`config.mk`:
```
export PLATFORM = sky130hd
export DESIGN_NAME = traffic_light_ctrl_nway
export DESIGN_NICKNAME = d
export VERILOG_FILES = /design/src/rtl/traffic_light_ctrl_nway.sv
export SDC_FILE = /design/constraint.sdc
export NUM_CORES = 1
export LEC_CHECK = 0
export CORE_MARGIN = 4
export CORE_UTILIZATION = 43
export DETAILED_ROUTE_END_ITERATION = 7
export PLACE_DENSITY = 0.63
export SLEW_MARGIN = 20
export SYNTH_ARGS = -nofsm -noshare
export SYNTH_HDL_FRONTEND = slang
export SYNTH_SLANG_ARGS = --single-unit
```
`constraint.sdc`:
```
create_clock -name clk -period 3.5 [get_ports clk]
set_input_delay 1.05 -clock clk [delete_from_list [all_inputs] [get_ports clk]]
set_output_delay 1.05 -clock clk [all_outputs]
set_load 0.03 [all_outputs]
```
`src/rtl/traffic_light_ctrl_nway.sv`:
```
// ---------------------------------------------------------------------------
// traffic_light_ctrl_nway
// N-way intersection signal controller. One approach holds green at a time
// and service rotates GREEN -> YELLOW -> ALLRED -> next approach's GREEN.
// Green is held for at least MIN_GREEN ticks, extended by demand on the
// active approach, and cut at MAX_GREEN when another approach is waiting.
// All durations are counted in `tick` strobes.
//
// Optional feature macro: TRAFFIC_LIGHT_CTRL_PED_EN
//   Adds a pedestrian WALK phase (all red, ped_walk=1) after the clearance
//   that follows a pedestrian request.
//
// Ports:
//   clk        in   clock
//   reset      in   synchronous, active-high reset
//   tick       in   one-cycle timing strobe; timer and transitions advance only on it
//   sense      in   [NUM_DIR] vehicle-present level per approach
//   ped_req    in   pedestrian request pulse (PED_EN only)
//   ped_walk   out  walk indication (PED_EN only)
//   lights     out  [2*NUM_DIR] lamp code per approach: 00 green, 01 yellow, 10 red
//   active_dir out  [$clog2(NUM_DIR)] approach owning the current service
//   phase      out  [2] 00 green, 01 yellow, 10 all-red, 11 walk
// ---------------------------------------------------------------------------
module traffic_light_ctrl_nway #(
  parameter int unsigned NUM_DIR     = 4,
  parameter int unsigned CNT_W       = 8,
  parameter int unsigned MIN_GREEN   = 10,
  parameter int unsigned MAX_GREEN   = 40,
  parameter int unsigned YELLOW_TIME = 3,
  parameter int unsigned ALLRED_TIME = 2,
  parameter int unsigned PED_TIME    = 6
) (
  input  logic                       clk,
  input  logic                       reset,
  input  logic                       tick,
  input  logic [NUM_DIR-1:0]         sense,
`ifdef TRAFFIC_LIGHT_CTRL_PED_EN
  input  logic                       ped_req,
  output logic                       ped_walk,
`endif
  output logic [2*NUM_DIR-1:0]       lights,
  output logic [$clog2(NUM_DIR)-1:0] active_dir,
  output logic [1:0]                 phase
);

  localparam int unsigned DIR_W = $clog2(NUM_DIR);
  localparam int unsigned E_W   = CNT_W + 1;

  localparam logic [1:0] PH_GREEN  = 2'b00;
  localparam logic [1:0] PH_YELLOW = 2'b01;
  localparam logic [1:0] PH_ALLRED = 2'b10;
  localparam logic [1:0] PH_WALK   = 2'b11;

  localparam logic [1:0] LAMP_GREEN  = 2'b00;
  localparam logic [1:0] LAMP_YELLOW = 2'b01;
  localparam logic [1:0] LAMP_RED    = 2'b10;

  localparam logic [E_W-1:0]   MIN_E    = E_W'(MIN_GREEN);
  localparam logic [E_W-1:0]   MAX_E    = E_W'(MAX_GREEN);
  localparam logic [E_W-1:0]   YEL_E    = E_W'(YELLOW_TIME);
  localparam logic [E_W-1:0]   AR_E     = E_W'(ALLRED_TIME);
  localparam logic [CNT_W-1:0] MAX_T    = CNT_W'(MAX_GREEN);
`ifdef TRAFFIC_LIGHT_CTRL_PED_EN
  localparam logic [E_W-1:0]   PED_E    = E_W'(PED_TIME);
`endif

  logic [1:0]       r_phase;
  logic [DIR_W-1:0] r_active_dir;
  logic [DIR_W-1:0] r_next_dir;
  logic [CNT_W-1:0] r_timer;

  logic [1:0]       w_phase_nx;
  logic [DIR_W-1:0] w_active_nx;
  logic [DIR_W-1:0] w_next_nx;
  logic [CNT_W-1:0] w_timer_nx;
  logic [E_W-1:0]   w_e;
  logic             w_other_veh;
  logic             w_other;
  logic             w_rr_found;
  logic [DIR_W-1:0] w_rr_dir;
  logic             w_enter_walk;

`ifdef TRAFFIC_LIGHT_CTRL_PED_EN
  logic             r_ped_pending;
`endif

  // Ticks elapsed in the current phase, counting the present tick
  assign w_e = {1'b0, r_timer} + E_W'(1);

  // Vehicle demand on any approach other than the active one
  assign w_other_veh = |(sense & ~(NUM_DIR'(1) << r_active_dir));

`ifdef TRAFFIC_LIGHT_CTRL_PED_EN
  assign w_other = w_other_veh | r_ped_pending;
`else
  assign w_other = w_other_veh;
`endif

  // Round-robin search for the first demanding approach after the active one
  always_comb begin
    int unsigned idx;
    w_rr_found = 1'b0;
    w_rr_dir   = r_active_dir;
    idx        = 0;
    for (int unsigned k = 1; k < NUM_DIR; k++) begin
      idx = (32'(r_active_dir) + k) % NUM_DIR;
      if (!w_rr_found && sense[idx]) begin
        w_rr_found = 1'b1;
        w_rr_dir   = DIR_W'(idx);
      end
    end
  end

  // Phase sequencing and timer update
  always_comb begin
    logic w_trans;
    w_phase_nx   = r_phase;
    w_active_nx  = r_active_dir;
    w_next_nx    = r_next_dir;
    w_timer_nx   = r_timer;
    w_enter_walk = 1'b0;
    w_trans      = 1'b0;
    if (tick) begin
      case (r_phase)
        PH_GREEN: begin
          if (w_other && ((w_e >= MIN_E && !sense[r_active_dir]) || w_e >= MAX_E)) begin
            w_trans    = 1'b1;
            w_phase_nx = PH_YELLOW;
            // Pedestrian-only demand keeps the same approach for the next green
            w_next_nx  = w_other_veh ? w_rr_dir : r_active_dir;
          end
        end
        PH_YELLOW: begin
          if (w_e == YEL_E) begin
            w_trans    = 1'b1;
            w_phase_nx = PH_ALLRED;
          end
        end
        PH_ALLRED: begin
          if (w_e == AR_E) begin
            w_trans = 1'b1;
`ifdef TRAFFIC_LIGHT_CTRL_PED_EN
            if (r_ped_pending) begin
              w_phase_nx   = PH_WALK;
              w_enter_walk = 1'b1;
            end else begin
              w_phase_nx  = PH_GREEN;
              w_active_nx = r_next_dir;
            end
`else
            w_phase_nx  = PH_GREEN;
            w_active_nx = r_next_dir;
`endif
          end
        end
`ifdef TRAFFIC_LIGHT_CTRL_PED_EN
        PH_WALK: begin
          if (w_e == PED_E) begin
            w_trans     = 1'b1;
            w_phase_nx  = PH_GREEN;
            w_active_nx = r_next_dir;
          end
        end
`endif
        default: begin
          w_trans    = 1'b1;
          w_phase_nx = PH_GREEN;
        end
      endcase

      // Saturation only matters while green rests without competing demand
      if (w_trans) begin
        w_timer_nx = '0;
      end else if (!(r_phase == PH_GREEN && r_timer >= MAX_T)) begin
        w_timer_nx = r_timer + CNT_W'(1);
      end
    end
  end

  // State register
  always_ff @(posedge clk) begin
    if (reset) begin
      r_phase      <= PH_GREEN;
      r_active_dir <= '0;
      r_next_dir   <= '0;
      r_timer      <= '0;
    end else begin
      r_phase      <= w_phase_nx;
      r_active_dir <= w_active_nx;
      r_next_dir   <= w_next_nx;
      r_timer      <= w_timer_nx;
    end
  end

`ifdef TRAFFIC_LIGHT_CTRL_PED_EN
  // Sticky pedestrian request; a request on the WALK entry cycle survives
  always_ff @(posedge clk) begin
    if (reset) begin
      r_ped_pending <= 1'b0;
    end else begin
      r_ped_pending <= ped_req | (r_ped_pending & ~w_enter_walk);
    end
  end

  assign ped_walk = (r_phase == PH_WALK);
`endif

  // Lamp decode from registered state only
  always_comb begin
    lights = '0;
    for (int unsigned d = 0; d < NUM_DIR; d++) begin
      lights[2*d +: 2] = LAMP_RED;
      if (DIR_W'(d) == r_active_dir) begin
        if (r_phase == PH_GREEN) begin
          lights[2*d +: 2] = LAMP_GREEN;
        end else if (r_phase == PH_YELLOW) begin
          lights[2*d +: 2] = LAMP_YELLOW;
        end
      end
    end
  end

  assign active_dir = r_active_dir;
  assign phase      = r_phase;

endmodule

```
# == Word-level counts from Yosys, hierarchy flattened ==
# Cells that the tools add are included.
# totals
out_inout_bits,12
word_cells,77
ram_bits,0
latch_bits,0
romBits,0
n_memories,0
input_bits,7
ff_bits,14
# op_classes
n_div,0
shifts,1
eq_ne,11
bitwise,2
muxes,31
n_reduce_logical,16
multipliers,0
addsub,5
n_lt_le_gt_ge,7
# op_table
operator,count
2-bit 2-to-1 mux,13
"9-bit by 2-bit equality test with 1-bit output, second input constant",2
8-bit 2-to-1 mux,2
"2-bit by 3-bit less-than comparator with 1-bit output, second input constant",4
1-bit 2-to-1 mux,10
"8-bit by 1-bit adder with 9-bit output, second input constant",1
"9-bit by 4-bit >= comparator with 1-bit output, second input constant",1
"9-bit by 6-bit >= comparator with 1-bit output, second input constant",1
"8-bit by 1-bit adder with 8-bit output, second input constant",1
1-bit binary-select mux with 2-bit select,4
"8-bit by 6-bit >= comparator with 1-bit output, second input constant",1
"2-bit != test, second input constant",4
2-bit one-hot mux with 3 select lines,1
3-bit AND reduction,2
1-bit logical AND,5
"2-bit adder, second input constant",2
4-bit bitwise AND,1
"2-bit equality test, first input constant",2
2-bit logical NOT,2
4-bit inverter,1
4-bit AND reduction,1
4-bit OR reduction,1
"1-bit by 2-bit left shift with 4-bit output, first input constant",1
1-bit logical NOT,3
7 further kinds,7

# == Longest topological paths before layout ==
# Gate-level depths: netlist of the first run.
# depth
ltp_word,11
ltp_mapped,10
mapped_depth_nobuf,9

# == Least setup slack after synthesis of the first run ==
# Ideal clock, no wire load.
# synth_path
kind,input to register
from,input sense[3]
to,register r_timer[5]
setup_ns,0.122
required_ns,3.378
cell_stages,7
path_slack_ns,0.472
arrival_ns,2.906
path_buffers,0
cell_sequence,mux4_2 a31o_1 a222oi_1 o31ai_2 a211oi_2 a211oi_2 a221o_1
# synth_between
elab_chain_len,11
elab_cells_between_ends,14
cone_classes,eq/ne: 1; mux: 6; bitwise: 1; reduce/logical: 6
# synth_rtl
element,line_no,source
start: declaration,36,"input logic [NUM_DIR-1:0] sense,"
1-bit binary-select mux with 2-bit select,126,if (w_other && ((w_e >= MIN_E && !sense[r_active_dir]) || w_e >= MAX_E)) begin
1-bit 2-to-1 mux (not written as such),126,
1-bit logical NOT,126,
1-bit logical AND,126,
1-bit logical OR,126,
1-bit logical AND (*),126,
1-bit 2-to-1 mux (*),126,
1-bit one-hot mux with 3 select lines (*),124,case (r_phase)
1-bit 2-to-1 mux (*),123,if (tick) begin
2-bit != test (no line),--,
2-bit AND reduction (no line),--,
end signal: assignment,191,r_timer <= w_timer_nx;
end: declaration,70,logic [CNT_W-1:0] r_timer;
# Mark *: on every way between the ends. The rest lies on a longest branch, timed or not. The select of a mux whose other input is x is not followed.
# A chain may end at the register's enable or synchronous reset.

# == Final worst setup path of the first run ==
# layout_path
from,input sense[3]
to,register r_timer[4]
# The elaborated chain is that of the path after synthesis.

==> key figures, run 1 <==
Run status
  • Status: completed

Cells and area
  • Design area: 1587 µm²
  • Ant. Diodes: 0
  • Fin cells: 235
  • Nets@finish: between 200 and 250
  • Layout area overhead: 15.80%
  • Layout cells sized above 1: 0.1832
  • Fillcell total: between 300 and 400

Worst setup path
  • Critical-path cell list: clkdlybuf4s50_1 > mux4_2 > a31o_1 > a222oi_1 > o31ai_2 > a211oi_2 > a211oi_2 > buf_4 > a221o_1
  • CP delay by family, top: compound AO/OA/AOI/OAI gates
  • WS Path Type: in -> reg
  • Reg2reg end: r_timer[4]
  • Worst r2r src: r_timer[1]
  • Slowest library cell on the worst path: mux4_2
  • Required time of the critical path: 3680 ps
  • Critical Path End Type: flop
  • WP buf/inv: 2
  • Critical Path Max Stage Delay: 460 ps
  • Reg-to-reg slack, setup: about 630 ps
  • Critical Path Most Common Cell: a211oi_2
  • Worst R2R Path Depth: 9
  • Type of origin of the critical path: input pin
  • Critical Path Fanout Max: 8
  • Crit path arrival time: 3370 ps

Timing
  • RSZ-0062 raised after global routing: no
  • Clk_skew: 2.486 ps
  • Max-slew violations: 0
  • Setup ws final: 309.3 ps
  • Final Hold Fails: 0
  • Final setup fails: 0
  • Fin crit share: 0.9116
  • Crit path time final: 3191 ps
  • Setup TNS: 0 ps
  • Worst Tran Pin Value: 520.5 ps
  • Relative slew slack: 0.6440
  • F_max: ~310 MHz

Placed design
  • Post-DP Area: 1550 µm²
  • Dpl cells: 231
  • Placer Congestion: 0.8329
  • Pre-CTS setup slack: -4.929 ps
  • Port buffer count: 18
  • DP HPWL: 2542 µm

Detailed routing
  • Antenna viol nets, final: 0
  • Vias: about 1300
  • WL/cell: between 10 and 15 µm
  • First-pass detailed-route iteration total: 4
  • Post-route DRC: 0
  • Vias/cell: between 5 and 6
  • Initial drt markers: 86
  • Final wirelength: 3254 µm

Floorplanning
  • Die Height: ~64 µm
  • Row count: 20
  • Die W: 64.45 µm
  • CORE AREA: slightly above 3000 µm²
  • I/O Pins: 19
  • Die ar.: 4153 µm²
  • Initial Util: 0.4488

Synth
  • Cell count after synthesis: 168
  • Post-synthesis sequential area ratio: 0.2046
  • Leading post-synthesis cells by cell area: dfxtp_1, ha_1, nor2_1, nand2_1, clkbuf_8
  • Post-synth EDFFs: 0
  • Asr flop ratio synth: 0
  • Yosys reg bits: 14
  • Yosys top cell area share: 0.2046
  • Synthesized Nets: 183
  • Synthesized area per cell: 8.155 µm²
  • Most common flop cell mapped by yosys: dfxtp_1
  • Mapped cell area: ~1400 µm²
  • Distinct cell type count after synthesis: 46
  • Synth cell count leaders: nor2_1, nand2_1, dfxtp_1, inv_1
  • Count leader, synth: nor2_1
  • Area leader, netlist: dfxtp_1
  • Syn. warnings: 0

Power and ir drop
  • P per Cell Area: around 220 nW/µm²
  • Peak VDD IR: roughly 0.12 mV
  • Leakage: 0.6309 nW

Global route
  • Vias in the first global route: between 1000 and 1500
  • GRT overflow: 0
  • Largest net degree at the start of global routing: 15
  • Initial antenna violation count: 0
  • GRT Overall Usage: 0.1726
  • First-pass GRT wire length: 5685 µm

Clock network
  • Clk root buf: clkbuf_4
  • Resized cells post-CTS: 0
  • Clk sink count: 14
  • Clock buffer depth: 2
  • H-tree depth reported by CTS: 1
  • Clock Latency Late Sink: slightly below 300 ps
  • CTS buffer count: 3
  • CTS tree: built
  • # Post-CTS Setup Buffers: 0
  • Clock-pin slew on the worst setup and hold paths: about 80 ps
  • Cts hold-fix bufs: 0

Worst hold path
  • Hold Path Sink: r_next_dir[0]
  • Worst hold stages: 2
  • Hold WC Path Type: reg -> reg
  • Worst min-delay path startpoint: r_next_dir[0]

Job
  • Maxcap violations: 0
==> worst reg2reg max path, stage by stage (launching register included) <==
cell,delay (ps)
dfxtp_1,460
ha_1,410
and2_2,280
nand4b_1,130
a32oi_1,430
a2111oi_0,220
a211oi_2,290
a211oi_2,70
buf_4,180
a221o_1,290
==> routing by layer <==
layer | vias up | share of wire | track usage
met1 | 618 | 0.47 | 0.2273
met3 | 4 | 0.038 | 0.03986
met5 | - | 0 | 0
met4 | 0 | 0.011 | 0.05013
met2 | 27 | 0.48 | 0.2809
li1 | 660 | - | -
==> worst max path at each step <==
stage | cells past startpoint | startpoint | to | slack [ps]
2_1_floorplan | 7 | sense[3] | r_timer[5] | 470
3_3_place_gp | 9 | sense[3] | r_timer[2] | 60
3_5_place_dp | 9 | sense[0] | r_timer[4] | -5
4_1_cts | 9 | sense[0] | r_timer[4] | 290
5_1_grt | 9 | sense[0] | r_timer[3] | 110
6_report | 9 | sense[3] | r_timer[4] | 310
==> where the power goes <==
| part | internal (W) | switching, W |
|---|---|---|
| Sequential | 0.000161 | 0.00000460 |
| Clock | 0.0000634 | 0.0000546 |
| Combinational | 0.0000290 | 0.0000285 |
| Total | 0.000254 | 0.0000876 |
==> layout by cell type (no fill, tap or decap), types with 2 or more instances in the layout <==
master	instances
nor3_1	6
mux2_2	3
dfxtp_1	14
and3_1	4
a2111oi_0	2
nand2_1	19
buf_4	11
nor2b_1	2
a211oi_2	2
nor2_1	21
a221o_1	3
a21oi_1	6
nand3_1	4
and3_2	2
o22ai_1	5
mux2i_1	4
a211oi_1	2
or2_2	2
clkdlybuf4s50_1	18
nand4_1	4
ha_1	8
o21ai_0	8
a22o_2	4
inv_1	13
clkbuf_4	3
==> cell families (layout without fill, tap and decap cells) <==
| group | after synthesis | count (layout) | share of synthesized area |
|---|---|---|---|
| simple gates | 70 | 70 | 0.2484 |
| fa+ha+maj | 8 | 8 | 0.07306 |
| buf+inv | 23 | 46 | 0.1361 |
| mux | 9 | 9 | 0.08950 |
| flops | 14 | 14 | 0.2046 |
| xor+xnor | 1 | 1 | 0.006394 |
| compound gates | 43 | 43 | 0.2420 |
==> sequential cells by signal, indices dropped and copies added (netlist names) <==
signal,count
phase,2
r_next_dir,2
r_timer,8
active_dir,2
==> final cells by class <==
type | count | area (µm²) | share of cell area
clock buffer | 4 | 36.28 | 0.02287
tap | 44 | 55.05 | 0.03470
timing repair buffer | 29 | 262.8 | 0.1656
sequential | 14 | 280.3 | 0.1767
multi-input combinational | 131 | 903.4 | 0.5694
inverter | 13 | 48.80 | 0.03076
==> through the flow <==
stage / total power [W] / util / hold WS (ps)
after floorplan: 0.0002038 / - / 459.6
after global placement: 0.0002253 / 0.5078 / 470.5
after detailed placement: 0.0002271 / 0.5078 / 493.7
after CTS: 0.0003451 / 0.5197 / 505.1
after global routing: 0.0003601 / 0.5197 / 546.9
final: 0.0003416 / 0.5197 / 502.7
Note: power is estimated with default switching activity, not from simulation.
==> run 2, diff against run 1 <==
- CORE_MARGIN: 4 -> 2
- GPL_TIMING_DRIVEN: unset -> 0
==> run 2 against run 1 <==
  * Combinational power is 1% lower
  * Core utilization grew 3.2 points
  * Register-to-register slack lost 230 ps
  * Fmax shrank 1.1%
  * Sequential share of layout area is 1.0 points lower
  * Via count decreased by 0.69%
  * Count of clock-buffer cells in the layout shrank 1
  * First-iteration DRC count shrank 7.0%
  * Flip-flop and latch count unchanged
  * Critical path type unchanged
  * Highest routed layer unchanged
==> key figures, run 2 (synthesis results as in run 1) <==
Run status
  • Status: completed

Global route
  • First-pass GRT wire length: 5361 µm
  • Largest net degree at the start of global routing: 11
  • GRT Overall Usage: 0.1916
  • GRT overflow: 0
  • Initial antenna violation count: 0
  • Vias in the first global route: 1159

Cells and area
  • Util after Layout: 0.5516
  • Layout area overhead: 22.92%
  • Max FFs per register: 8
  • Nets@finish: 208
  • Largest reg by FF count: r_timer
  • Most frequent cells in the layout: nor2_1, nand2_1, dfxtp_1, clkdlybuf4s50_1, inv_1
  • Layout cells sized above 1: 0.1885
  • Ant. Diodes: 0
  • Commonest non-fill, non-tap cell in the layout: nor2_1

Power and ir drop
  • P per Cell Area: 187.7 nW/µm²
  • Comb power frac: 0.179
  • Sw Ratio: 0.2773
  • Int Pwr: ~0.00023 W
  • NetSw: 0.00008767 W
  • Leakage: 0.6968 nW
  • Peak VDD IR: 0.1130 mV
  • Power share of the sequential group: 0.524
  • Share of total power in the clock network: 0.297

Detailed routing
  • Vias: 1300
  • First-pass detailed-route iteration total: 4
  • Initial drt markers: 80
  • Post-route DRC: 0
  • WL/cell: 13.94 µm
  • Vias/cell: 5.532
  • Antenna viol nets, final: 0
  • Final wirelength: between 3000 and 4000 µm

Timing
  • Crit path time final: roughly 3200 ps
  • Relative slew slack: 0.4657
  • Worst Tran Pin Value: 781.3 ps
  • F_max: 309.8 MHz
  • Final Hold Fails: 0
  • Setup TNS: 0 ps
  • Clk_skew: 0.8079 ps
  • Fin crit share: 0.9222
  • Max-slew violations: 0
  • RSZ-0062 raised after global routing: no
  • Final setup fails: 0

Floorplanning
  • Die ar.: 3654 µm²
  • Die W: 60.45 µm
  • Row count: 20
  • Initial Util: 0.4488
  • CORE AREA: 3053 µm²
  • Die Height: 60.45 µm
  • I/O Pins: 19

Placed design
  • Port buffer count: 18
  • Placer Congestion: 0.8734
  • DP HPWL: between 2000 and 2500 µm

Worst setup path
  • Critical Path Fanout Max: 8
  • Required time of the critical path: around 3700 ps
  • Crit path arrival time: 3400 ps
  • Type of origin of the critical path: input pin
  • Critical Path End Type: flop
  • WS Path Type: in -> reg

Clock network
  • Clock buffer depth: 2
  • CTS buffer count: 3
  • Clock Latency Late Sink: 280 ps
  • Clk sink count: 14
  • Clock-pin slew on the worst setup and hold paths: 80 ps
  • Clk root buf: clkbuf_4
  • CTS tree: built
  • H-tree depth reported by CTS: 1

Worst hold path
  • Hold WC Path Type: reg -> reg

Job
  • Maxcap violations: 0
-- run 2: cell count changes in the layout (fill, tap and decap cells not counted), sizes merged --
cell and change:
buf -4, dlymetal6s2s +4, clkbuf +3, bufbuf +1, clkdlybuf4s50 -4
-- run 2: power by group through the flow --
| stage | logic [W] | registers [W] | clock network (W) |
|---|---|---|---|
| 2_1_floorplan | 0.0000356 | 0.000168 | 0 |
| 3_3_place_gp | 0.0000525 | 0.000169 | 0 |
| 3_5_place_dp | 0.0000536 | 0.000169 | 0 |
| 4_1_cts | 0.0000555 | 0.000165 | 0.0000964 |
| 5_1_grt | 0.0000626 | 0.000166 | 0.000104 |
| 6_report | 0.0000567 | 0.000166 | 0.0000939 |
-- run 2: final cells by class --
type                       count  area [µm²]
buffer                        10       137.6
tap                           44       55.05
multi-input combinational    131       930.9
fill                         299        1369
sequential                    14       280.3
inverter                      13       48.80
clock buffer                   3       22.52
timing repair buffer          20       209.0
-- run 2: metal layers --
metal	routed length, µm	GRT usage	part of all wire	up-vias
met5	0	0	0	-
met4	40	0.02795	0.012	0
met3	100	0.03838	0.031	6
met2	1449	0.2950	0.44	22
met1	1687	0.2840	0.51	608
li1	-	-	-	664
-- run 2: final timing paths --
check	cells past startpoint	from	slack [ps]	end
setup reg to reg	10	r_timer[0]	400	r_timer[0]
setup / recovery	8	sense[2]	270	r_timer[5]
hold reg to reg	2	r_next_dir[0]	510	active_dir[0]
hold / removal	2	r_next_dir[0]	510	active_dir[0]
-- run 2: critical path, stage by stage --
cell	delay (ps)
dlymetal6s2s_1	170
mux4_2	510
a31o_1	210
a222oi_1	500
o31ai_4	170
a211oi_4	290
a211oi_2	150
a221o_1	340
-- run 2: timing repair --
item	4_1_cts	5_1_grt
endpoints found under the setup margin	8	8
pin swaps	1	3
gates resized for setup	2	7
setup buffers	1	1
hold buffers	0	0
-- run 2: stage by stage --
| step | power [W] | hold WS (ps) | setup slack (ps) | std cells | instance area, µm² |
|---|---|---|---|---|---|
| after global placement | 0.0002213 | 477.7 | -456.9 | 230 | 1605 |
| final | 0.0003161 | 508.4 | 272.2 | 235 | 1684 |
| after floorplan | 0.0002038 | 459.6 | 472.3 | 168 | 1370 |
| after global routing | 0.0003325 | 553.5 | 179.7 | 235 | 1684 |
| after CTS | 0.0003174 | 506.8 | 15.27 | 234 | 1647 |
| after detailed placement | 0.0002228 | 482.3 | -525.0 | 230 | 1605 |
==> run 3, diff against run 2 <==
- MAX_ROUTING_LAYER: unset -> met4
==> run 3 against run 2 <==
  * Worst hold slack is essentially flat
  * Cell area is the same
  * Critical path depth shrank 1
  * Core utilization is the same
  * Power shrank 0.14%
  * Clock power shrank 0.7%
  * Critical path type unchanged
  * Largest power group unchanged
==> key figures, run 3 (synthesis results as in run 1) <==
Floorplanning
  • I/O Pins: 19
  • Die Height: 60.45 µm
  • Initial Util: 0.4488
  • CORE AREA: 3053 µm²
  • Die ar.: between 3000 and 4000 µm²
  • Die W: between 60 and 70 µm
  • Row count: 20

Cells and area
  • Multi-input gate area: slightly above 900 µm²
  • Fin cells: 235
  • Largest reg by FF count: r_timer
  • Design area: 1684 µm²
  • Layout area overhead: 22.92%
  • Fillcell total: 299
  • Layout cells sized above 1: 0.1885
  • Ant. Diodes: 0
  • Nets@finish: about 210
  • Most frequent cells in the layout: nor2_1, nand2_1, dfxtp_1, clkdlybuf4s50_1, inv_1
  • Area taken by flip-flops and latches: 280.3 µm²
  • Max FFs per register: 8
  • Commonest non-fill, non-tap cell in the layout: nor2_1

Timing
  • Setup TNS: 0 ps
  • Final Hold Fails: 0
  • Final setup fails: 0
  • Max-slew violations: 0
  • Clk_skew: 1.361 ps
  • Relative slew slack: 0.4657
  • RSZ-0062 raised after global routing: no
  • F_max: 310.4 MHz
  • Worst Tran Pin Value: 781.3 ps
  • Crit path time final: 3221 ps
  • Fin crit share: 0.9204

Clock network
  • CTS tree: built
  • Clock-pin slew on the worst setup and hold paths: approximately 80 ps
  • Clock Latency Late Sink: 280 ps
  • Clk sink count: 14
  • Cts hold-fix bufs: 0
  • Clk root buf: clkbuf_4
  • Clock buffer depth: 2
  • CTS buffer count: 3
  • H-tree depth reported by CTS: 1

Worst setup path
  • Reg-to-reg slack, setup: about 370 ps
  • Type of origin of the critical path: input pin
  • Reg2reg end: r_timer[0]
  • Slowest library cell on the worst path: a211oi_2
  • Critical Path Fanout Max: 8
  • Required time of the critical path: 3730 ps
  • Worst r2r src: r_timer[0]
  • Critical-path cell list: dlymetal6s2s_1 > mux4_2 > a31o_1 > a222oi_1 > o31ai_4 > a211oi_2 > mux2_2
  • Critical Path Max Stage Delay: 580 ps
  • Critical Path End Type: flop
  • Crit path arrival time: 3450 ps
  • Worst R2R Path Depth: 10
  • WS Path Type: in -> reg

Global route
  • GRT overflow: 0
  • GRT Overall Usage: 0.1976
  • Vias in the first global route: 1153
  • Initial antenna violation count: 0
  • Largest net degree at the start of global routing: 11
  • First-pass GRT wire length: 5368 µm

Worst hold path
  • Worst hold stages: 2
  • Worst min-delay path startpoint: r_next_dir[0]
  • Hold WC Path Type: reg -> reg
  • Hold Path Sink: active_dir[0]

Placed design
  • Dpl cells: 230
  • DP HPWL: 2420 µm
  • Placer Congestion: approximately 0.9
  • Post-DP Area: 1605 µm²
  • Port buffer count: 18

Power and ir drop
  • Pwr Total: 0.0003157 W
  • Peak VDD IR: between 0.1 and 0.15 mV
  • Leakage: roughly 0.7 nW
  • P per Cell Area: 187.5 nW/µm²

Detailed routing
  • First-pass detailed-route iteration total: 4
  • Top Metal Used: met4
  • Antenna viol nets, final: 0
  • WL met1: approximately 1700 µm
  • Final wirelength: 3288 µm
  • Post-route DRC: 0
  • Vias/cell: 5.545
  • Met3 Wirelength: 120 µm
  • WL/cell: between 10 and 15 µm
  • Initial drt markers: 81
  • Met2 wire length: 1445 µm
  • Vias: 1303

Run status
  • Status: completed

Job
  • Maxcap violations: 0
-- run 3: cell type report --
| cell class | instances | share of cell area |
|---|---|---|
| multi-input combinational | 131 | 0.5527 |
| buffer | 10 | 0.08172 |
| inverter | 13 | 0.02897 |
| tap | 44 | 0.03269 |
| sequential | 14 | 0.1664 |
| clock buffer | 3 | 0.01337 |
| timing repair buffer | 20 | 0.1241 |
-- run 3: per-layer routing --
metal,global-route usage,up-vias
met5,-,-
met4,0.02795,0
met3,0.03838,6
met2,0.2950,27
met1,0.2840,605
li1,-,665
-- run 3: report_power, final --
group	total [W]	switching, W	leakage (nW)	internal, W
registers	0.000166	0.00000417	0.113	0.000161
clock network	0.0000932	0.0000533	0.0138	0.0000400
logic	0.0000568	0.0000298	0.570	0.0000270
total	0.000316	0.0000872	0.697	0.000228
-- run 3: critical path, delay by kind of cell --
kind / cells / cell delay, ps
buffers and inverters: 1 / 170
AO/OA/AOI/OAI: 4 / 1450
multiplexers: 2 / 780
-- run 3: worst max-delay path by stage --
| stage | startpoint | end | slack [ps] | cells past startpoint |
|---|---|---|---|---|
| 6_report | sense[2] | r_timer[0] | 280 | 7 |
| 4_1_cts | sense[2] | r_timer[3] | 20 | 9 |
| 2_1_floorplan | sense[3] | r_timer[5] | 470 | 7 |
| 3_3_place_gp | sense[2] | r_timer[5] | -460 | 8 |
| 5_1_grt | sense[2] | r_timer[6] | 180 | 9 |
| 3_5_place_dp | sense[2] | r_timer[4] | -530 | 8 |
-- run 3: per-stage QoR --
| step | setup slack, ps | utilization | hold WS, ps |
|---|---|---|---|
| CTS | 15.27 | 0.5393 | 506.8 |
| global placement | -456.9 | 0.5258 | 477.7 |
| global route | 179.7 | 0.5516 | 553.5 |
| detailed placement | -525.0 | 0.5258 | 482.3 |
| finish | 278.7 | 0.5516 | 508.4 |
| floorplan | 472.3 | - | 459.6 |
-- run 3: timing repair --
action	4_1_cts	5_1_grt
hold endpoints to repair	0	0
pin swaps	1	3
buffers inserted	1	1
gates resized for setup	2	7
setup endpoints to repair	8	8
